<file path="src/rtl/prog_loader.sv">
// Program loader: parses a little-endian byte stream (count, words, checksum), broadcasts each
// word to the instruction stores, pads the tail with FILL_WORD and releases the CPU on success.
module prog_loader #(
    parameter int unsigned INSTR_WIDTH        = 16,
    parameter int unsigned ROM_REGISTER_COUNT = 2**10,
    parameter logic [INSTR_WIDTH-1:0] FILL_WORD = '0,
    localparam int unsigned ADDR_W = $clog2(ROM_REGISTER_COUNT)
) (
    input  logic                   Clk,
    input  logic                   Reset,
    input  logic                   rx_valid,
    input  logic [7:0]             rx_data,
    output logic                   rx_ready,
    input  logic                   reload,
    output logic                   wr_en,
    output logic [ADDR_W-1:0]      wr_addr,
    output logic [INSTR_WIDTH-1:0] wr_data,
    output logic                   cpu_resetN,
    output logic                   load_done,
    output logic                   load_error
);

    localparam logic [16:0]     Depth17 = 17'(ROM_REGISTER_COUNT);
    localparam logic [ADDR_W:0] FillEnd = (ADDR_W + 1)'(ROM_REGISTER_COUNT);

    typedef enum logic [3:0] {
        StHdrLo, StHdrHi, StDataLo, StDataHi, StCsumLo, StCsumHi, StFill, StDone, StError
    } state_e;

    state_e                 state_q, state_d;
    logic [15:0]            cnt_q, cnt_d;
    logic [15:0]            idx_q, idx_d;
    logic [15:0]            sum_q, sum_d;
    logic [7:0]             lo_q, lo_d;
    logic [ADDR_W:0]        fill_q, fill_d;
    logic                   wr_en_q, wr_en_d;
    logic [ADDR_W-1:0]      wr_addr_q, wr_addr_d;
    logic [INSTR_WIDTH-1:0] wr_data_q, wr_data_d;
    logic                   done_q, done_d;
    logic                   error_q, error_d;
    logic                   xfer;
    logic [15:0]            rx_word;

    assign rx_ready = (state_q == StHdrLo)  || (state_q == StHdrHi)  ||
                      (state_q == StDataLo) || (state_q == StDataHi) ||
                      (state_q == StCsumLo) || (state_q == StCsumHi);
    assign xfer     = rx_valid && rx_ready;
    assign rx_word  = {rx_data, lo_q};

    always_comb begin
        state_d   = state_q;
        cnt_d     = cnt_q;
        idx_d     = idx_q;
        sum_d     = sum_q;
        lo_d      = lo_q;
        fill_d    = fill_q;
        wr_en_d   = 1'b0;
        wr_addr_d = wr_addr_q;
        wr_data_d = wr_data_q;
        case (state_q)
            StHdrLo: if (xfer) begin
                lo_d    = rx_data;
                state_d = StHdrHi;
            end
            StHdrHi: if (xfer) begin
                if (rx_word == 16'd0 || {1'b0, rx_word} > Depth17) begin
                    state_d = StError;
                end else begin
                    cnt_d   = rx_word;
                    idx_d   = 16'd0;
                    sum_d   = 16'd0;
                    state_d = StDataLo;
                end
            end
            StDataLo: if (xfer) begin
                lo_d    = rx_data;
                state_d = StDataHi;
            end
            StDataHi: if (xfer) begin
                wr_en_d   = 1'b1;
                wr_addr_d = idx_q[ADDR_W-1:0];
                wr_data_d = rx_word;
                sum_d     = sum_q + rx_word;
                idx_d     = idx_q + 16'd1;
                state_d   = (idx_q + 16'd1 == cnt_q) ? StCsumLo : StDataLo;
            end
            StCsumLo: if (xfer) begin
                lo_d    = rx_data;
                state_d = StCsumHi;
            end
            StCsumHi: if (xfer) begin
                if (rx_word != sum_q) begin
                    state_d = StError;
                end else if ({1'b0, cnt_q} == Depth17) begin
                    state_d = StDone;
                end else begin
                    // First pad write issues straight from the accept so padding starts next cycle.
                    wr_en_d   = 1'b1;
                    wr_addr_d = cnt_q[ADDR_W-1:0];
                    wr_data_d = FILL_WORD;
                    fill_d    = cnt_q[ADDR_W:0] + (ADDR_W + 1)'(1);
                    state_d   = StFill;
                end
            end
            StFill: begin
                if (fill_q == FillEnd) begin
                    state_d = StDone;
                end else begin
                    wr_en_d   = 1'b1;
                    wr_addr_d = fill_q[ADDR_W-1:0];
                    wr_data_d = FILL_WORD;
                    fill_d    = fill_q + (ADDR_W + 1)'(1);
                end
            end
            StDone, StError: if (reload) state_d = StHdrLo;
            default: state_d = StHdrLo;
        endcase
        // Status flags follow the next state so they change on the same edge as the state.
        done_d  = (state_d == StDone);
        error_d = (state_d == StError);
    end

    always_ff @(posedge Clk) begin
        if (Reset) begin
            state_q   <= StHdrLo;
            cnt_q     <= '0;
            idx_q     <= '0;
            sum_q     <= '0;
            lo_q      <= '0;
            fill_q    <= '0;
            wr_en_q   <= 1'b0;
            wr_addr_q <= '0;
            wr_data_q <= '0;
            done_q    <= 1'b0;
            error_q   <= 1'b0;
        end else begin
            state_q   <= state_d;
            cnt_q     <= cnt_d;
            idx_q     <= idx_d;
            sum_q     <= sum_d;
            lo_q      <= lo_d;
            fill_q    <= fill_d;
            wr_en_q   <= wr_en_d;
            wr_addr_q <= wr_addr_d;
            wr_data_q <= wr_data_d;
            done_q    <= done_d;
            error_q   <= error_d;
        end
    end

    assign wr_en      = wr_en_q;
    assign wr_addr    = wr_addr_q;
    assign wr_data    = wr_data_q;
    assign load_done  = done_q;
    assign cpu_resetN = done_q;
    assign load_error = error_q;

endmodule

</file>
<file path="config.mk">
export PLATFORM = sky130hd
export DESIGN_NAME = prog_loader
export DESIGN_NICKNAME = d
export VERILOG_FILES = /design/src/rtl/prog_loader.sv
export SDC_FILE = /design/constraint.sdc
export NUM_CORES = 1
export LEC_CHECK = 0
export BUFFER_PORTS_ARGS = -buffer_cell sky130_fd_sc_hd__buf_2
export CAP_MARGIN = 30
export CORE_UTILIZATION = 25
export DETAILED_ROUTE_END_ITERATION = 16
export PLACE_DENSITY_LB_ADDON = 0.1
export SLEW_MARGIN = 10
export SYNTH_ARGS = -nofsm -noshare
export SYNTH_HDL_FRONTEND = slang
export SYNTH_SLANG_ARGS = --single-unit
</file>
<file path="constraint.sdc">
create_clock -name Clk -period 5.58 [get_ports Clk]
set_input_delay 1.395 -clock Clk [delete_from_list [all_inputs] [get_ports Clk]]
set_output_delay 1.395 -clock Clk [all_outputs]
set_load 0.02 [all_outputs]
</file>
; ---- Word level (Yosys, flattened, before mapping)
; Cells that the tools add are included.
[op_classes]
addsub = 4
eq_ne = 21
order_cmp = 1
reduce_logical = 19
muxes = 42
n_bitwise = 1
[ops]
columns = cell, count
row1 = 2-to-1 mux 16 bit, 9
row2 = case mux 16 bit (2 select lines), 2
row3 = 2-to-1 mux 10 bit, 5
row4 = case mux 16 bit (3 select lines), 1
row5 = 2-to-1 mux 11 bit, 4
row6 = 2-to-1 mux 4 bit, 10
row7 = case mux 4 bit (8 select lines), 1
row8 = case mux 10 bit (3 select lines), 1
row9 = "adder 11 x 1 -> 11 bit, second input constant", 2
row10 = case mux 11 bit (2 select lines), 1
row11 = "== test 4 x 3 -> 1 bit, second input constant", 5
row12 = "adder 16 x 1 -> 16 bit, second input constant", 1
row13 = adder 16 bit, 1
row14 = "== test 16 x 11 -> 1 bit, second input constant", 1
row15 = == test 16 bit, 1
row16 = "greater-than comparator 16 x 11 -> 1 bit, second input constant", 1
row17 = zero test 16 bit, 1
row18 = != test 16 bit, 1
row19 = "!= test 2 bit, second input constant", 7
row20 = "== test 11 bit, second input constant", 1
row21 = "== test 4 x 2 -> 1 bit, second input constant", 2
row22 = "== test 4 bit, second input constant", 2
row23 = logical OR 1 bit, 6
row24 = 2-to-1 mux 1 bit, 6
row25 = 15 further kinds, 16
[totals]
input_bits = 12
ff_bits = 100

; ---- Logic depth before layout (Yosys ltp)
[depth]
ltp_word = 10
depth_mapped = 13

; ---- Least setup slack after synthesis
; OpenSTA, ideal clock, no wires.
[synth_timing]
kind = input-to-reg
start = in rx_data[2]
end = reg fill_q[9]
cell_stages = 8
path_slack_ns = 2.156
path_buffers = 0
t_arrival_ns = 3.346
setup_time_ns = 0.079
t_required_ns = 5.501
cell_sequence = ha_1 nor4_1 nand4_1 nor4b_4 nand2_1 a21boi_0 o211ai_1 o211ai_1
[synth_between]
elab_chain_cells = 3
[synth_rtl]
columns = item, line
row1 = from (decl), 12  ; input logic [7:0] rx_data,
row2 = != test 16 bit, 92  ; if (rx_word != sum_q) begin
row3 = != test 2 bit (no source line), -
row4 = AND reduction 5 bit (no source line), -
row5 = to (signal assigned), 142  ; fill_q <= fill_d;
row6 = to (decl), 35  ; logic [ADDR_W:0] fill_q, fill_d;
; No other way between the ends.
; A chain may end at the register's enable or synchronous reset.

; ---- Worst setup path in the final report
[layout_timing]
start = in rx_data[3]
end = reg state_q[1]
[layout_between]
elab_chain_cells = 5
elab_cells_between_ends = 9
cone_classes = order compare (1) / eq/ne (1) / mux (5) / reduce/logical (2)
[layout_rtl]
columns = item, line
row1 = greater-than comparator 16 x 11 -> 1 bit or zero test 16 bit (tied branches), 66  ; if (rx_word == 16'd0 || {1'b0, rx_word} > Depth17) begin
row2 = logical OR 1 bit, 66
row3 = 2-to-1 mux 4 bit, 66
row4 = 2-to-1 mux 4 bit, 65  ; StHdrHi: if (xfer) begin
row5 = case mux 4 bit (8 select lines) (*), 60  ; case (state_q)
row6 = to (signal assigned), 125  ; state_q <= StHdrLo;
row7 = to (signal assigned), 137  ; state_q <= state_d;
row8 = to (decl), 30  ; state_e state_q, state_d;
; Mark *: on every way between the ends. The rest lies on a longest branch, timed or not.

==> load_flow_metrics.sql <==
INSERT INTO impl_metrics (metric_group, metric, value, unit) VALUES
('setup_path', 'worst_ep_arrival_time', '4210', 'ps'),
('cells_and_area', 'layout.nets', '794', ''),
('cts', 'hold_buffers', '0', ''),
('drt', 'detailedRoute.firstPassIterationCount', '5', ''),
('cts', 'cts_tree', 'yes', ''),
('drt', 'routed_wire_length_per_instance', '17.9', 'um'),
('cts', 'clock_insertion_delay_worst_skew', '350', 'ps'),
('sta', 'max_clock_freq', '0.254', 'GHz'),
('yosys', 'netlist_instances', '760', ''),
('cells_and_area', 'insertedDiodeCount', '0', ''),
('cts', 'h-tree-depth', '3', ''),
('sta', 'finalWorstPathRequiredPeriod', '3930', 'ps'),
('job', 'max_cap_viol_count', '0', ''),
('pwr', 'power.ir.vdd_worst', '0.000133', 'V'),
('drt', 'final_antenna_net_count', '0', ''),
('status', 'outcome', 'finished clean', ''),
('floorplan', 'die_area', '24500', 'um2'),
('floorplan', 'placeable_core_region', '23500', 'um2'),
('global_route', 'grt_antenna_before_repair', '1', ''),
('setup_path', 'critical_path.startpoint_type', 'primary input', ''),
('cts', 'clock_sink_count', '100', ''),
('cts', 'cts_resized', '0', ''),
('setup_path', 'critPathCaptureType', 'register', ''),
('drt', 'dr.first_iter.drc_count', '401', ''),
('sta', 'worst_slew_margin_rel', '0.418', ''),
('place', 'io_buffers', '42', ''),
('yosys', 'avgSynthCellArea', '7.87', 'um2'),
('yosys', 'dominantRegCellSynth', 'sky130_fd_sc_hd__dfxtp_1', ''),
('cts', 'cts_setup_buffers', '0', ''),
('sta', 'finalHoldViolations', '0', ''),
('cells_and_area', 'layout-drive-gt1-share', '0.121', ''),
('place', 'detailed_place_hpwl', '13900', 'um'),
('yosys', 'synth.net_count', '790', ''),
('pwr', 'power_density', '233', 'nW/um2'),
('setup_path', 'setup_crit_path_kind', 'in2reg', ''),
('place', 'place.gp.congestion', '0.827', ''),
('pwr', 'cellLeakagePower', '0.00252', 'uW'),
('sta', 'pin_slew_with_the_least_headroom_to_its_limit', '861', 'ps'),
('floorplan', 'die_w', '157', 'um'),
('global_route', 'first_global_vias', '5541', ''),
('cells_and_area', 'areaGrowthSynthToFinish', '13.1', '%'),
('floorplan', 'initial_utilization', '0.255', ''),
('floorplan', 'die_y', '157', 'um'),
('yosys', 'synth_edf_count', '0', ''),
('sta', 'setup-tns-final', '0', 'ps'),
('global_route', 'grt_max_degree', '46', ''),
('yosys', 'synth.lib_cells_used.distinct', '77', ''),
('yosys', 'post_synth_main_area_contributors', 'sky130_fd_sc_hd__dfxtp_1, sky130_fd_sc_hd__a21oi_1, sky130_fd_sc_hd__nor2_1, sky130_fd_sc_hd__nand2_1, sky130_fd_sc_hd__xnor2_1', ''),
('floorplan', 'boundaryPins', '43', ''),
('drt', 'via_count', '5549', ''),
('yosys', 'synthTopCellsByCount', 'sky130_fd_sc_hd__dfxtp_1, sky130_fd_sc_hd__nor2_1, sky130_fd_sc_hd__a21oi_1, sky130_fd_sc_hd__nand2_1, sky130_fd_sc_hd__nand3_1', ''),
('yosys', 'yosys.cell_count.top_type', 'sky130_fd_sc_hd__dfxtp_1', ''),
('yosys', 'synth.yosys.seq_area_share', '0.335', ''),
('drt', 'drt-vias-per-instance', '5.10', ''),
('pwr', 'finalPower', '1580', 'uW'),
('cells_and_area', 'fillers', '2526', ''),
('drt', 'drc', '0', ''),
('sta', 'timing.final.setup_violations', '0', ''),
('cts', 'cts_inserted_buffers', '9', ''),
('yosys', 'area_share_of_the_largest_cell_type_after_synthesis', '0.335', ''),
('cells_and_area', 'multi_input_comb_area', '3680', 'um2'),
('setup_path', 'setup.reg_to_reg.worst_slack', '2300', 'ps'),
('global_route', 'grt_overflow', '0', ''),
('sta', 'slew_violations', '0', ''),
('drt', 'routed_wl', '19500', 'um'),
('global_route', 'grt_util_all_layers', '0.165', ''),
('cts', 'root_buffer', 'sky130_fd_sc_hd__clkbuf_16', ''),
('cts', 'cts.clk_slew.worst_paths', '70', 'ps'),
('yosys', 'synth.cell_area', '5980', 'um2'),
('min_path', 'hold_class', 'reg2reg', ''),
('floorplan', 'floorplan.rows', '56', '');
-- critical path: stages --
cell and delay [ps]:
sky130_fd_sc_hd__buf_2 150, sky130_fd_sc_hd__or4_1 550, sky130_fd_sc_hd__nor4b_1 740, sky130_fd_sc_hd__nand2_1 700
sky130_fd_sc_hd__o221a_2 360, sky130_fd_sc_hd__a21o_1 180, sky130_fd_sc_hd__a31oi_1 130
-- cell usage in the layout (no fill, tap or decap), types with 12 or more instances in the layout --
cell type | Yosys | routed
sky130_fd_sc_hd__dfxtp_1 | 100 | 100
sky130_fd_sc_hd__nand3_1 | 41 | 41
sky130_fd_sc_hd__a21oi_1 | 78 | 78
sky130_fd_sc_hd__mux2i_1 | 21 | 21
sky130_fd_sc_hd__nand2_1 | 77 | 77
sky130_fd_sc_hd__buf_4 | 2 | 12
sky130_fd_sc_hd__nor4_1 | 17 | 17
sky130_fd_sc_hd__ha_1 | 17 | 17
sky130_fd_sc_hd__nor3_1 | 18 | 18
sky130_fd_sc_hd__buf_2 | 17 | 41
sky130_fd_sc_hd__xnor2_1 | 32 | 32
sky130_fd_sc_hd__nand4_1 | 13 | 13
sky130_fd_sc_hd__o21ai_0 | 24 | 24
sky130_fd_sc_hd__nor2_1 | 85 | 84
-- layer usage --
| metal | up-vias | track usage | wire length (um) |
|---|---|---|---|
| li1 | 2750 | - | - |
| met1 | 2668 | 0.220 | 9490 |
| met2 | 119 | 0.275 | 9070 |
| met3 | 12 | 0.0291 | 720 |
| met4 | 0 | 0.0411 | 197 |
| met5 | - | 0 | 0 |
-- flip-flops by register name (all words and copies together) (netlist names) --
| signal | count |
|---|---|
| cnt_q | 16 |
| idx_q | 16 |
| sum_q | 16 |
| wr_data | 16 |
| fill_q | 11 |
| wr_addr | 10 |
| lo_q | 8 |
| state_q | 4 |
| cpu_resetN | 1 |
| load_error | 1 |
| wr_en | 1 |
-- power breakdown --
group	switching, uW	leakage [uW]	internal [uW]
Clock	300	0.000168	444
Sequential	16.4	0.000807	720
Combinational	60.5	0.00155	35.4
Total	377	0.00252	1200
-- final timing paths --
check	from	to	depth (start not counted)
setup reg to reg	state_q[1]	fill_q[10]	10
hold / removal	wr_data[14]	wr_data[14]	2
hold reg to reg	wr_data[14]	wr_data[14]	2
setup / recovery	rx_data[3]	state_q[1]	7
-- kinds of logic (layout without fill, tap and decap cells) --
group                    after synthesis  count (layout)  share of synthesized area
adder cells (fa/ha/maj)               18              18                     0.0389
XOR/XNOR                              39              39                     0.0571
AND/OR/NAND/NOR                      325             325                      0.285
buffers and inverters                 72              81                     0.0523
AO/OA/AOI/OAI                        184             184                      0.195
flip-flops                           100             100                      0.335
multiplexers                          22              22                     0.0370
-- final cells by class --
type / count / share of cell area
Timing Repair Buffer: 54 / 0.0444
Clock buffer: 10 / 0.0338
Multi-Input combinational cell: 588 / 0.544
Clock inverter: 6 / 0.0172
Sequential cell: 100 / 0.296
Inverter: 11 / 0.00610
Tap cell: 319 / 0.0590
-- through the flow --
step                cell area, um2  worst slack, ps  hold slack, ps   util  instances
finish                        6770             1650             457  0.288       1088
global route                  6770             1390             469  0.288       1088
CTS                           6760             1630             455  0.288       1087
detailed placement            6410             1260             442  0.273       1071
global placement              6410             1320             442  0.273       1071
floorplan                     5980             2160             436      -        760
(Power assumes the default switching activity.)
